`config.mk`:
```
export PLATFORM = sky130hd
export DESIGN_NAME = rtc_seg_display_flat
export DESIGN_NICKNAME = d
export VERILOG_FILES = /design/src/rtl/rtc_seg_display_if.sv /design/src/rtl/rtc_seg_display.sv /design/src/flat_wrapper.sv
export SDC_FILE = /design/constraint.sdc
export NUM_CORES = 1
export LEC_CHECK = 0
export CAP_MARGIN = 20
export CORE_ASPECT_RATIO = 0.75
export CORE_MARGIN = 2
export CORE_UTILIZATION = 57
export DETAILED_ROUTE_END_ITERATION = 10
export GPL_ROUTABILITY_DRIVEN = 0
export PLACE_DENSITY = 0.83
export SETUP_SLACK_MARGIN = 0.1
export SLEW_MARGIN = 20
export SYNTH_ARGS = -nofsm -noshare
export SYNTH_HDL_FRONTEND = slang
export SYNTH_SLANG_ARGS = --single-unit
```
`constraint.sdc`:
```
create_clock -name CLK -period 7.9 [get_ports CLK]
set_clock_uncertainty 0.2 [all_clocks]
set_input_delay 1.58 -clock CLK [delete_from_list [all_inputs] [get_ports CLK]]
set_output_delay 1.58 -clock CLK [all_outputs]
set_load 0.01 [all_outputs]
```
`src/rtl/rtc_seg_display_if.sv`:
```
// rtc_seg_display_if: BCD time inputs and display drive outputs
// master = time source / display, slave = the display driver
interface rtc_seg_display_if;
  logic [7:0] Time_second;
  logic [7:0] Time_munite;
  logic [7:0] Time_hour;
  logic [7:0] Seg_Out;
  logic [5:0] Sel_Out;
  logic       Bcd_Err;

  modport master (
    output Time_second,
    output Time_munite,
    output Time_hour,
    input  Seg_Out,
    input  Sel_Out,
    input  Bcd_Err
  );

  modport slave (
    input  Time_second,
    input  Time_munite,
    input  Time_hour,
    output Seg_Out,
    output Sel_Out,
    output Bcd_Err
  );
endinterface

```
`src/rtl/rtc_seg_display.sv`:
```
// rtc_seg_display: 6-digit HH.MM.SS multiplexed 7-seg driver
// frame-synchronous BCD snapshot, blinking separators
module rtc_seg_display #(
  parameter int SCAN_DIV  = 50000,
  parameter int BLANK_CYC = 500,
  parameter int LZ_BLANK  = 1
) (
  input  logic             CLK,
  input  logic             RSTn,
  rtc_seg_display_if.slave bus
);

  localparam int PW =
    (SCAN_DIV > 1) ? $clog2(SCAN_DIV) : 1;
  localparam logic [PW-1:0] LAST =
    PW'(SCAN_DIV - 1);
  localparam logic [PW-1:0] BLK =
    PW'(BLANK_CYC);

  logic [PW-1:0] r_presc;
  logic [2:0]    r_idx;
  logic [7:0]    r_hr;
  logic [7:0]    r_mn;
  logic [7:0]    r_sc;
  logic          r_err;
  logic [7:0]    r_seg;
  logic [5:0]    r_sel;

  logic          w_slot_end;
  logic          w_frame_end;
  logic          w_blank;
  logic          w_valid;
  logic [3:0]    w_nib;
  logic [6:0]    w_seg7;
  logic          w_dp;
  logic [7:0]    w_code;
  logic [5:0]    w_sel;

  // slot / frame boundaries and anti-ghost window
  always_comb begin
    w_slot_end  = (r_presc == LAST);
    w_frame_end = w_slot_end && (r_idx == 3'd5);
    w_blank     = (r_presc < BLK);
  end

  // accept a snapshot only if every field is legal BCD time
  always_comb begin
    w_valid =
      (bus.Time_second[3:0] <= 4'd9) &&
      (bus.Time_second[7:4] <= 4'd5) &&
      (bus.Time_munite[3:0] <= 4'd9) &&
      (bus.Time_munite[7:4] <= 4'd5) &&
      (bus.Time_hour[3:0]   <= 4'd9) &&
      (bus.Time_hour[7:4]   <= 4'd9) &&
      (bus.Time_hour        <= 8'h23);
  end

  // pick the nibble shown in the current slot
  always_comb begin
    w_nib = r_sc[3:0];
    unique case (1'b1)
      r_idx == 3'd0: w_nib = r_hr[7:4];
      r_idx == 3'd1: w_nib = r_hr[3:0];
      r_idx == 3'd2: w_nib = r_mn[7:4];
      r_idx == 3'd3: w_nib = r_mn[3:0];
      r_idx == 3'd4: w_nib = r_sc[7:4];
      default:       w_nib = r_sc[3:0];
    endcase
  end

  // active-low glyph, separator dp and leading-zero blank
  always_comb begin
    unique case (w_nib)
      4'd0:    w_seg7 = 7'h40;
      4'd1:    w_seg7 = 7'h79;
      4'd2:    w_seg7 = 7'h24;
      4'd3:    w_seg7 = 7'h30;
      4'd4:    w_seg7 = 7'h19;
      4'd5:    w_seg7 = 7'h12;
      4'd6:    w_seg7 = 7'h02;
      4'd7:    w_seg7 = 7'h78;
      4'd8:    w_seg7 = 7'h00;
      4'd9:    w_seg7 = 7'h10;
      default: w_seg7 = 7'h7F;
    endcase
    w_dp = !(((r_idx == 3'd1) ||
              (r_idx == 3'd3)) &&
             !r_sc[0]);
    if ((LZ_BLANK != 0) &&
        (r_idx == 3'd0) &&
        (r_hr[7:4] == 4'd0))
      w_code = 8'hFF;
    else
      w_code = {w_dp, w_seg7};
    w_sel = ~(6'b1 << r_idx);
  end

  // scan counters, frame snapshot and registered drive
  always_ff @(posedge CLK) begin
    if (!RSTn) begin
      r_presc <= '0;
      r_idx   <= 3'd0;
      r_hr    <= 8'h00;
      r_mn    <= 8'h00;
      r_sc    <= 8'h00;
      r_err   <= 1'b0;
      r_seg   <= 8'hFF;
      r_sel   <= 6'h3F;
    end else begin
      r_presc <= w_slot_end ? '0
                            : r_presc + 1'b1;
      if (w_slot_end)
        r_idx <= (r_idx == 3'd5) ? 3'd0
                                 : r_idx + 3'd1;
      if (w_frame_end) begin
        if (w_valid) begin
          r_hr <= bus.Time_hour;
          r_mn <= bus.Time_munite;
          r_sc <= bus.Time_second;
        end else begin
          r_err <= 1'b1;
        end
      end
      r_seg <= w_blank ? 8'hFF : w_code;
      r_sel <= w_blank ? 6'h3F : w_sel;
    end
  end

  assign bus.Seg_Out = r_seg;
  assign bus.Sel_Out = r_sel;
  assign bus.Bcd_Err = r_err;

endmodule

```
`src/flat_wrapper.sv`:
```
// flat-port wrapper written by rule: the top's interface ports become plain ports
module rtc_seg_display_flat 
#(
  parameter int SCAN_DIV  = 50000,
  parameter int BLANK_CYC = 500,
  parameter int LZ_BLANK  = 1
)
  (CLK, RSTn, bus_Time_second, bus_Time_munite, bus_Time_hour, bus_Seg_Out, bus_Sel_Out, bus_Bcd_Err);
  rtc_seg_display_if bus_i ();
  input  logic CLK;
  input  logic RSTn;
  input wire logic [$bits(bus_i.Time_second)-1:0] bus_Time_second;
  input wire logic [$bits(bus_i.Time_munite)-1:0] bus_Time_munite;
  input wire logic [$bits(bus_i.Time_hour)-1:0] bus_Time_hour;
  output wire logic [$bits(bus_i.Seg_Out)-1:0] bus_Seg_Out;
  output wire logic [$bits(bus_i.Sel_Out)-1:0] bus_Sel_Out;
  output wire logic [$bits(bus_i.Bcd_Err)-1:0] bus_Bcd_Err;
  assign bus_i.Time_second = bus_Time_second;
  assign bus_i.Time_munite = bus_Time_munite;
  assign bus_i.Time_hour = bus_Time_hour;
  assign bus_Seg_Out = bus_i.Seg_Out;
  assign bus_Sel_Out = bus_i.Sel_Out;
  assign bus_Bcd_Err = bus_i.Bcd_Err;
  rtc_seg_display #(.SCAN_DIV(SCAN_DIV), .BLANK_CYC(BLANK_CYC), .LZ_BLANK(LZ_BLANK)) u_core (.CLK(CLK), .RSTn(RSTn), .bus(bus_i));
endmodule
```
==> results of run 1 <==
-- report_power, final --
| part | switching, mW | total [mW] | internal [mW] |
|---|---|---|---|
| sequential | 0.00147 | 0.295 | 0.294 |
| combinational | 0.00823 | 0.0231 | 0.0148 |
| clock | 0.112 | 0.315 | 0.203 |
-- registers in the layout, indices dropped and copies added (netlist names) --
register / cells
u_core.bus.Seg_Out: 8
u_core.r_mn: 8
u_core.r_idx: 3
u_core.r_presc: 16
u_core.bus.Bcd_Err: 1
u_core.r_hr: 8
u_core.bus.Sel_Out: 6
u_core.r_sc: 8
-- final cells by class --
type                       instances  area share [%]
tap                               57            2.19
sequential                        58            35.6
clock inverter                     4            2.22
clock buffer                      12            5.06
inverter                           6           0.690
timing repair buffer              42            12.7
multi-input combinational        198            41.5
-- routing by layer --
metal,routed length [microns],vias to the layer above
met5,0,-
met3,425,8
li1,-,1047
met1,2710,974
met2,2290,82
met4,68,0
-- logic make-up after synthesis --
group | synth area share, %
AOI/OAI and AO/OA | 9.53
xor gates and xnor gates | 5.39
adders and majority gates | 2.41
buffers and inverters | 3.23
DFF | 44.7
muxes | 9.77
and+or+nand+nor | 25.0
-- cell usage in the layout (no fill, tap or decap), types with 2 or more instances in the layout --
master	instances
a31oi_1	2
and4_1	2
inv_1	5
xor2_1	8
bufinv_16	2
mux2_2	3
o21ai_0	11
and3b_1	5
xnor2_1	8
and3_1	4
clkdlybuf4s50_1	40
o22a_1	3
o21a_1	2
nor2b_1	22
and2_1	3
nand4_1	5
o211ai_1	2
or3_1	2
mux2i_1	22
clkbuf_8	12
nor2_1	25
nor3_1	5
a21oi_1	6
nand2_1	15
a32oi_1	2
buf_4	2
a211oi_1	2
ha_1	5
a22oi_1	2
nand3_1	15
dfxtp_1	58
nor4_1	3
-- through the flow --
step,utilization [%],setup slack [ns]
final,73.9,4.14
after global routing,73.9,4.02
after detailed placement,68.5,3.77
after CTS,73.9,4.14
after global placement,68.5,3.89
after floorplan,-,4.63
-- worst max-delay path by stage --
stage | from | slack (ns) | depth (start not counted) | to
floorplan | bus_Time_hour[6] | 4.63 | 6 | u_core.r_hr[4]$_SDFFE_PN0P_
global placement | bus_Time_hour[2] | 3.89 | 7 | u_core.r_sc[4]$_SDFFE_PN0P_
detailed placement | bus_Time_hour[3] | 3.77 | 7 | u_core.r_sc[2]$_SDFFE_PN0P_
CTS | bus_Time_hour[3] | 4.14 | 7 | u_core.r_sc[2]$_SDFFE_PN0P_
global route | bus_Time_hour[3] | 4.02 | 7 | u_core.r_sc[2]$_SDFFE_PN0P_
finish | bus_Time_hour[3] | 4.14 | 7 | u_core.r_sc[2]$_SDFFE_PN0P_
==> flow_metrics.env, run 1 <==
export IMPL_final_cell_count_no_fill=377
export IMPL_cp_end_kind="flop"
export IMPL_cts_num_sinks=58
export IMPL_crit_fanout=18
export IMPL_path_class="in -> reg"
export IMPL_cts_setup_buffers=0
export IMPL_ir_drop_mv=0.130
export IMPL_grt_overflow=0
export IMPL_root_buffer="clkbuf_8"
export IMPL_tightest_slew_ns=0.655
export IMPL_dp_hpwl_microns=3980
export IMPL_synthArstFlopShare_pct=0
export IMPL_ys_top_cells_by_area="dfxtp_1, mux2i_1, nor2b_1, nor2_1, nand3_1"
export IMPL_initial_core_util_pct=58.9
export IMPL_holdCritStartpoint="u_core.bus.Bcd_Err$_SDFFE_PN0P_"
export IMPL_grt_pass1_vias=1933
export IMPL_grt_max_degree=33
export IMPL_slowest_delay_ns=0.60
export IMPL_antenna_found_initial=0
export IMPL_cp_start_kind="input port"
export IMPL_grt_usage_pct=23.6
export IMPL_via_per_inst=5.60
export IMPL_grtUsageMet2_pct=32.4
export IMPL_ctsResizeCount=0
export IMPL_syn_inst=273
export IMPL_num_antenna_cells=0
export IMPL_p_total_mw=0.633
export IMPL_die_w_microns=82.0
export IMPL_period_share_pct=47.6
export IMPL_multi_input_area_sq_um=1350
export IMPL_io_pins=41
export IMPL_regToRegSetupSlack_ns=5.09
export IMPL_cp_num_buf_inv=2
export IMPL_cp_slowest_cell="nor4_4"
export IMPL_rsz0062_at_grt="false"
export IMPL_syn_nets=304
export IMPL_dr_pass1_iters=4
export IMPL_leakage_nw=1.16
export IMPL_synth_area_sq_um=2600
export IMPL_synth_edf_count=0
export IMPL_ys_ff_latch=58
export IMPL_setup_viol=0
export IMPL_nets=346
export IMPL_drcViolationCount=0
export IMPL_min_period_ns=3.76
export IMPL_postLayoutCellArea_sq_um=3260
export IMPL_cts_max_path_buffers=2
export IMPL_grt_busiest_layer="met1"
export IMPL_yosysTopAreaCell="dfxtp_1"
export IMPL_cts_tree="done"
export IMPL_hold_slack_ns=0.271
export IMPL_rr_endpoint="u_core.bus.Seg_Out[3]$_SDFF_PP1_"
export IMPL_cts_made_buffers=9
export IMPL_holdPathStages=1
export IMPL_holdCritPathClass="reg -> reg"
export IMPL_core_area_sq_um=4410
export IMPL_power_per_cell_area_nw_per_um2=194
export IMPL_grt_use_met1_pct=33.4
export IMPL_syn_area_per_cell_sq_um=9.52
export IMPL_synth_most_common_cell="dfxtp_1"
export IMPL_dpl_cell_count=361
export IMPL_grt_use_met3_pct=9.25
export IMPL_hold_end="u_core.bus.Bcd_Err$_SDFFE_PN0P_"
export IMPL_reg2regPathDepth=9
export IMPL_die_area_sq_um=5120
export IMPL_synth_commonest_cells="dfxtp_1, nor2_1, mux2i_1, nor2b_1"
export IMPL_ys_types=46
export IMPL_yosysTopAreaCellShare_pct=44.7
export IMPL_grt_first_pass_wirelength_microns=9130
export IMPL_r2r_start="u_core.r_idx[2]$_SDFFE_PN0N_"
export IMPL_synth_top_flop_cell="dfxtp_1"
export IMPL_area_growth_syn_to_layout_pct=25.5
export IMPL_path_delay_family="simple AND/OR/NAND/NOR gates"
export IMPL_required_ns=7.93
export IMPL_fmax_mhz=266
export IMPL_fill_cells=335
export IMPL_clkTransAtPathRegs_ns=0.06
export IMPL_status="finished, final reports clean"
export IMPL_finalHoldViolations=0
export IMPL_final_seq_area_sq_um=1160
export IMPL_drtAntennaViolNets=0
export IMPL_rows=21
export IMPL_max_slew_margin_pct=55.9
export IMPL_setup_tns_ns=0
export IMPL_routedWlPerCell_microns=14.6
export IMPL_arrival_ns=3.78
export IMPL_cap_violations=0
export IMPL_port_buffers=40
export IMPL_clk_latency_ns=0.34
export IMPL_drive_gt1_share_pct=8.75
export IMPL_cts_htree_levels=3
export IMPL_num_vias=2111
export IMPL_seq_area_frac_synth_pct=44.7
export IMPL_path_cells="clkdlybuf4s50_1 -> o31ai_1 -> nand3_1 -> nor4_4 -> buf_4 -> mux2i_1 -> nor2b_1"
export IMPL_die_height_microns=62.5
export IMPL_cts_hold_buf=0
export IMPL_drtIter0Drc=187
export IMPL_slew_viol_final=0
export IMPL_wirelength_microns=5500
export IMPL_ys_warn_count=0
export IMPL_placed_area_sq_um=3020
Note: power is estimated with default switching activity, not from simulation.
==> run 2: changes to the inputs <==
--- a/config.mk
+++ b/config.mk
@@ -8,10 +8,10 @@
 export CAP_MARGIN = 20
 export CORE_ASPECT_RATIO = 0.75
 export CORE_MARGIN = 2
-export CORE_UTILIZATION = 57
+export CORE_UTILIZATION = 53
 export DETAILED_ROUTE_END_ITERATION = 10
 export GPL_ROUTABILITY_DRIVEN = 0
-export PLACE_DENSITY = 0.83
+export PLACE_DENSITY = 0.78
 export SETUP_SLACK_MARGIN = 0.1
 export SLEW_MARGIN = 20
 export SYNTH_ARGS = -nofsm -noshare
==> constraint.sdc (replaced) <==
create_clock -name CLK -period 3.7 [get_ports CLK]
set_clock_uncertainty 0.2 [all_clocks]
set_input_delay 0.74 -clock CLK [delete_from_list [all_inputs] [get_ports CLK]]
set_output_delay 0.74 -clock CLK [all_outputs]
set_load 0.01 [all_outputs]
==> flow_metrics.env, run 2 (synthesis gave the netlist of run 1 again) <==
export IMPL_status="finished, final reports clean"
export IMPL_root_buffer="clkbuf_8"
export IMPL_initial_core_util_pct=53.9
export IMPL_grt_first_pass_wirelength_microns=9110
export IMPL_setup_worst_path_end="u_core.bus.Seg_Out[3]$_SDFF_PP1_"
export IMPL_num_antenna_cells=0
export IMPL_dpl_cell_count=365
export IMPL_finalHoldViolations=0
export IMPL_leakage_nw=1.14
export IMPL_fmax_mhz=363
export IMPL_via_per_inst=5.53
export IMPL_max_slew_margin_pct=56.0
export IMPL_setup_viol=0
export IMPL_cp_start_kind="flop"
export IMPL_regToRegSetupSlack_ns=0.95
export IMPL_io_pins=41
export IMPL_regMostFlops="u_core.r_presc"
export IMPL_drive_gt1_share_pct=8.44
export IMPL_r2r_start="u_core.r_idx[2]$_SDFFE_PN0N_"
export IMPL_drtIter0Drc=102
export IMPL_cts_num_sinks=58
export IMPL_min_period_ns=2.75
export IMPL_rr_endpoint="u_core.bus.Seg_Out[3]$_SDFF_PP1_"
export IMPL_dr_pass1_iters=4
export IMPL_core_area_sq_um=4820
export IMPL_die_area_sq_um=5490
export IMPL_clkTransAtPathRegs_ns=0.06
export IMPL_cts_setup_buffers=0
export IMPL_power_per_cell_area_nw_per_um2=369
export IMPL_cts_made_buffers=9
export IMPL_tightest_slew_ns=0.653
export IMPL_antenna_found_initial=0
export IMPL_final_cell_count_no_fill=380
export IMPL_cts_tree="done"
export IMPL_clk_latency_ns=0.34
export IMPL_cts_htree_levels=3
export IMPL_ir_drop_mv=0.226
export IMPL_dp_hpwl_microns=3900
export IMPL_num_vias=2101
export IMPL_rows=22
export IMPL_die_height_microns=64.6
export IMPL_path_class="reg -> reg"
export IMPL_grt_overflow=0
export IMPL_rsz0062_at_grt="false"
export IMPL_mostFrequentLayoutCells="dfxtp_1, clkdlybuf4s50_1, nor2_1"
export IMPL_cts_max_path_buffers=2
export IMPL_setup_worst_path_start="u_core.r_idx[2]$_SDFFE_PN0N_"
export IMPL_cp_end_kind="flop"
export IMPL_arrival_ns=2.78
export IMPL_drcViolationCount=0
export IMPL_grt_max_degree=32
export IMPL_routedWlPerCell_microns=14.0
export IMPL_layout_commonest_cell="dfxtp_1"
export IMPL_slew_viol_final=0
export IMPL_largest_reg_flops=16
export IMPL_area_growth_syn_to_layout_pct=23.4
export IMPL_period_share_pct=74.5
export IMPL_drtAntennaViolNets=0
export IMPL_ctsResizeCount=0
export IMPL_wirelength_microns=5300
export IMPL_reg2regPathDepth=9
export IMPL_port_buffers=40
export IMPL_grt_pass1_vias=1960
export IMPL_crit_fanout=14
export IMPL_cts_hold_buf=0
export IMPL_holdCritPathClass="reg -> reg"
export IMPL_cap_violations=0
export IMPL_die_w_microns=84.9
export IMPL_required_ns=3.72
export IMPL_setup_tns_ns=0
export IMPL_nets=347
export IMPL_grt_usage_pct=21.6
run 2: cell types whose count changed in the layout (fill, tap and decap cells not counted):
cell / previous run / this run
clkinv_2: 1 / 3
clkbuf_8: 12 / 11
clkinvlp_4: 1 / 0
clkbuf_1: 0 / 1
buf_4: 2 / 3
bufinv_16: 2 / 0
run 2: cell type report:
cell class | count | area (sq um)
well taps | 60 | 75.1
fillers | 405 | 1610
clock buffers | 12 | 155
clock inverters | 3 | 15.0
flip-flops and latches | 58 | 1160
repair buffers | 43 | 423
multi-input cells | 198 | 1350
inverters | 6 | 22.5
run 2: layer usage:
layer	GRT usage (%)	share of wire [%]	routed length, microns	vias up
met2	31.3	42	2230	56
met4	7.94	1.6	87	0
li1	-	-	-	1056
met1	28.6	50	2640	981
met3	9.30	6.5	344	8
met5	0	0	0	-
run 2: metrics by stage:
step / setup slack (ns) / total power [mW] / area [sq um] / hold slack [ns] / utilization (%)
after floorplan: 1.23 / 0.659 / 2600 / 0.230 / -
after global placement: 0.839 / 0.692 / 3040 / 0.247 / 63.0
after detailed placement: 0.801 / 0.693 / 3040 / 0.257 / 63.0
after CTS: 0.969 / 1.19 / 3210 / 0.270 / 66.5
after global routing: 0.773 / 1.23 / 3210 / 0.285 / 66.5
final: 0.945 / 1.18 / 3210 / 0.267 / 66.5
run 2: worst min path at each step:
stage	from	endpoint	cells past startpoint
6_report	u_core.r_presc[0]$_SDFF_PP0_	u_core.r_presc[0]$_SDFF_PP0_	1
2_1_floorplan	u_core.r_presc[0]$_SDFF_PP0_	u_core.r_presc[0]$_SDFF_PP0_	1
3_3_place_gp	u_core.r_presc[0]$_SDFF_PP0_	u_core.r_presc[0]$_SDFF_PP0_	1
5_1_grt	u_core.r_presc[0]$_SDFF_PP0_	u_core.r_presc[0]$_SDFF_PP0_	1
4_1_cts	u_core.r_presc[0]$_SDFF_PP0_	u_core.r_presc[0]$_SDFF_PP0_	1
3_5_place_dp	u_core.r_presc[0]$_SDFF_PP0_	u_core.r_presc[0]$_SDFF_PP0_	1
run 2: worst max-delay path, cell delays in order, from the launching register on:
cell     delay (ns)
dfxtp_1        0.62
inv_1          0.21
ha_1           0.35
a21o_1         0.29
nand2_1        0.09
o22a_1         0.25
inv_1          0.10
ha_1           0.30
o21ai_0        0.15
nand3_1        0.09
run 2: power by group:
part           total (mW)  leakage [nW]  internal (mW)  switching [mW]
registers           0.630         0.468          0.627         0.00278
clock network       0.504        0.0920          0.272           0.232
logic              0.0490         0.577         0.0316          0.0174
total                1.18          1.14          0.931           0.253
==> run 3: changes to the inputs <==
==> constraint.sdc (replaced) <==
create_clock -name CLK -period 2.85 [get_ports CLK]
set_clock_uncertainty 0.2 [all_clocks]
set_input_delay 0.57 -clock CLK [delete_from_list [all_inputs] [get_ports CLK]]
set_output_delay 0.57 -clock CLK [all_outputs]
set_load 0.01 [all_outputs]
==> flow_metrics.env, run 3 (synthesis gave the netlist of run 1 again) <==
export IMPL_tightest_slew_ns=0.632
export IMPL_cts_hold_buf=0
export IMPL_setup_tns_ns=0
export IMPL_reg2regPathDepth=8
export IMPL_wirelength_microns=5360
export IMPL_period_share_pct=87.5
export IMPL_rr_endpoint="u_core.bus.Seg_Out[6]$_SDFF_PP1_"
export IMPL_area_growth_syn_to_layout_pct=24.6
export IMPL_rows=22
export IMPL_io_pins=41
export IMPL_die_w_microns=84.9
export IMPL_mostFrequentLayoutCells="dfxtp_1, clkdlybuf4s50_1, nor2_1"
export IMPL_power_per_cell_area_nw_per_um2=475
export IMPL_slew_viol_final=0
export IMPL_num_antenna_cells=0
export IMPL_holdPathStages=1
export IMPL_root_buffer="clkbuf_8"
export IMPL_grt_pass1_vias=1957
export IMPL_grt_first_pass_wirelength_microns=9110
export IMPL_path_class="reg -> reg"
export IMPL_antenna_found_initial=0
export IMPL_dr_pass1_iters=4
export IMPL_routedWlPerCell_microns=14.0
export IMPL_cp_end_kind="flop"
export IMPL_holdCritPathClass="reg -> reg"
export IMPL_cp_start_kind="flop"
export IMPL_die_area_sq_um=5490
export IMPL_clk_latency_ns=0.34
export IMPL_core_area_sq_um=4820
export IMPL_ir_drop_mv=0.344
export IMPL_initial_core_util_pct=53.9
export IMPL_cap_violations=0
export IMPL_multi_input_area_sq_um=1360
export IMPL_leakage_nw=1.16
export IMPL_drtAntennaViolNets=0
export IMPL_arrival_ns=2.49
export IMPL_fill_cells=387
export IMPL_grt_max_degree=20
export IMPL_dpl_cell_count=369
export IMPL_crit_fanout=10
export IMPL_dp_hpwl_microns=3970
export IMPL_final_cell_count_no_fill=384
export IMPL_die_height_microns=64.6
export IMPL_port_buffers=40
export IMPL_regToRegSetupSlack_ns=0.36
export IMPL_nets=351
export IMPL_setup_viol=0
export IMPL_via_per_inst=5.42
export IMPL_regMostFlops="u_core.r_presc"
export IMPL_cts_made_buffers=9
export IMPL_drcViolationCount=0
export IMPL_rsz0062_at_grt="false"
export IMPL_grt_usage_pct=21.3
export IMPL_min_period_ns=2.49
export IMPL_grt_overflow=0
export IMPL_hold_end="u_core.bus.Bcd_Err$_SDFFE_PN0P_"
export IMPL_drive_gt1_share_pct=9.88
export IMPL_max_slew_margin_pct=57.4
export IMPL_cts_max_path_buffers=2
export IMPL_required_ns=2.84
export IMPL_cts_tree="done"
export IMPL_finalHoldViolations=0
export IMPL_r2r_start="u_core.r_idx[1]$_SDFFE_PN0N_"
export IMPL_holdCritStartpoint="u_core.bus.Bcd_Err$_SDFFE_PN0P_"
export IMPL_status="finished, final reports clean"
export IMPL_cts_htree_levels=3
export IMPL_cts_num_sinks=58
export IMPL_layout_commonest_cell="dfxtp_1"
export IMPL_largest_reg_flops=16
export IMPL_num_vias=2080
export IMPL_final_seq_area_sq_um=1160
export IMPL_fmax_mhz=401
export IMPL_drtIter0Drc=120
export IMPL_clkTransAtPathRegs_ns=0.06
-- run 3: routing by layer --
metal	track usage, %	vias up	part of all wire, %
met3	6.24	9	4.4
met5	0	-	0
met2	30.0	45	42
li1	-	1062	-
met4	9.52	0	1.5
met1	30.0	964	52
-- run 3: cell type report --
class | count | area share (%)
Tap cell | 60 | 2.32
Clock inverter | 3 | 0.464
Inverter | 6 | 0.696
Timing Repair Buffer | 47 | 14.0
Sequential cell | 58 | 35.9
Multi-Input combinational cell | 198 | 41.9
Clock buffer | 12 | 4.79
-- run 3: repair_timing --
item	in CTS	in global routing
gates resized for setup	0	1
setup endpoints to repair	0	1
setup buffers	0	0
-- run 3: worst max-delay path, cell delays in order (launching register included) --
cell     delay, ns
dfxtp_1       0.48
and2_1        0.18
ha_1          0.31
a21o_2        0.23
nand2_1       0.07
o22a_1        0.25
ha_1          0.25
nor4_1        0.31
a31oi_1       0.06
-- run 3: power by group --
part	switching, mW	internal [mW]
logic	0.0229	0.0419
clock network	0.303	0.353
registers	0.00365	0.814
total	0.329	1.21
-- run 3: through the flow --
| step | power (mW) | setup WS (ns) | instance area, sq um | utilization [%] | hold WS [ns] |
|---|---|---|---|---|---|
| after floorplan | 0.855 | 0.382 | 2600 | - | 0.230 |
| after global placement | 0.900 | 0.207 | 3070 | 63.6 | 0.248 |
| after detailed placement | 0.901 | 0.148 | 3070 | 63.6 | 0.257 |
| after CTS | 1.55 | 0.335 | 3240 | 67.2 | 0.274 |
| after global routing | 1.60 | 0.167 | 3240 | 67.2 | 0.302 |
| final | 1.54 | 0.356 | 3240 | 67.2 | 0.272 |
-- run 3: worst max-delay path by stage --
stage | startpoint | endpoint | slack [ns] | depth (start not counted)
floorplan | u_core.r_idx[1]$_SDFFE_PN0N_ | u_core.bus.Seg_Out[6]$_SDFF_PP1_ | 0.38 | 10
global placement | bus_Time_hour[6] | u_core.r_mn[5]$_SDFFE_PN0P_ | 0.21 | 7
detailed placement | bus_Time_hour[6] | u_core.r_sc[1]$_SDFFE_PN0P_ | 0.15 | 7
finish | u_core.r_idx[1]$_SDFFE_PN0N_ | u_core.bus.Seg_Out[6]$_SDFF_PP1_ | 0.36 | 8
global route | u_core.r_idx[1]$_SDFFE_PN0N_ | u_core.bus.Seg_Out[6]$_SDFF_PP1_ | 0.17 | 8
CTS | u_core.r_idx[1]$_SDFFE_PN0N_ | u_core.bus.Seg_Out[6]$_SDFF_PP1_ | 0.33 | 8
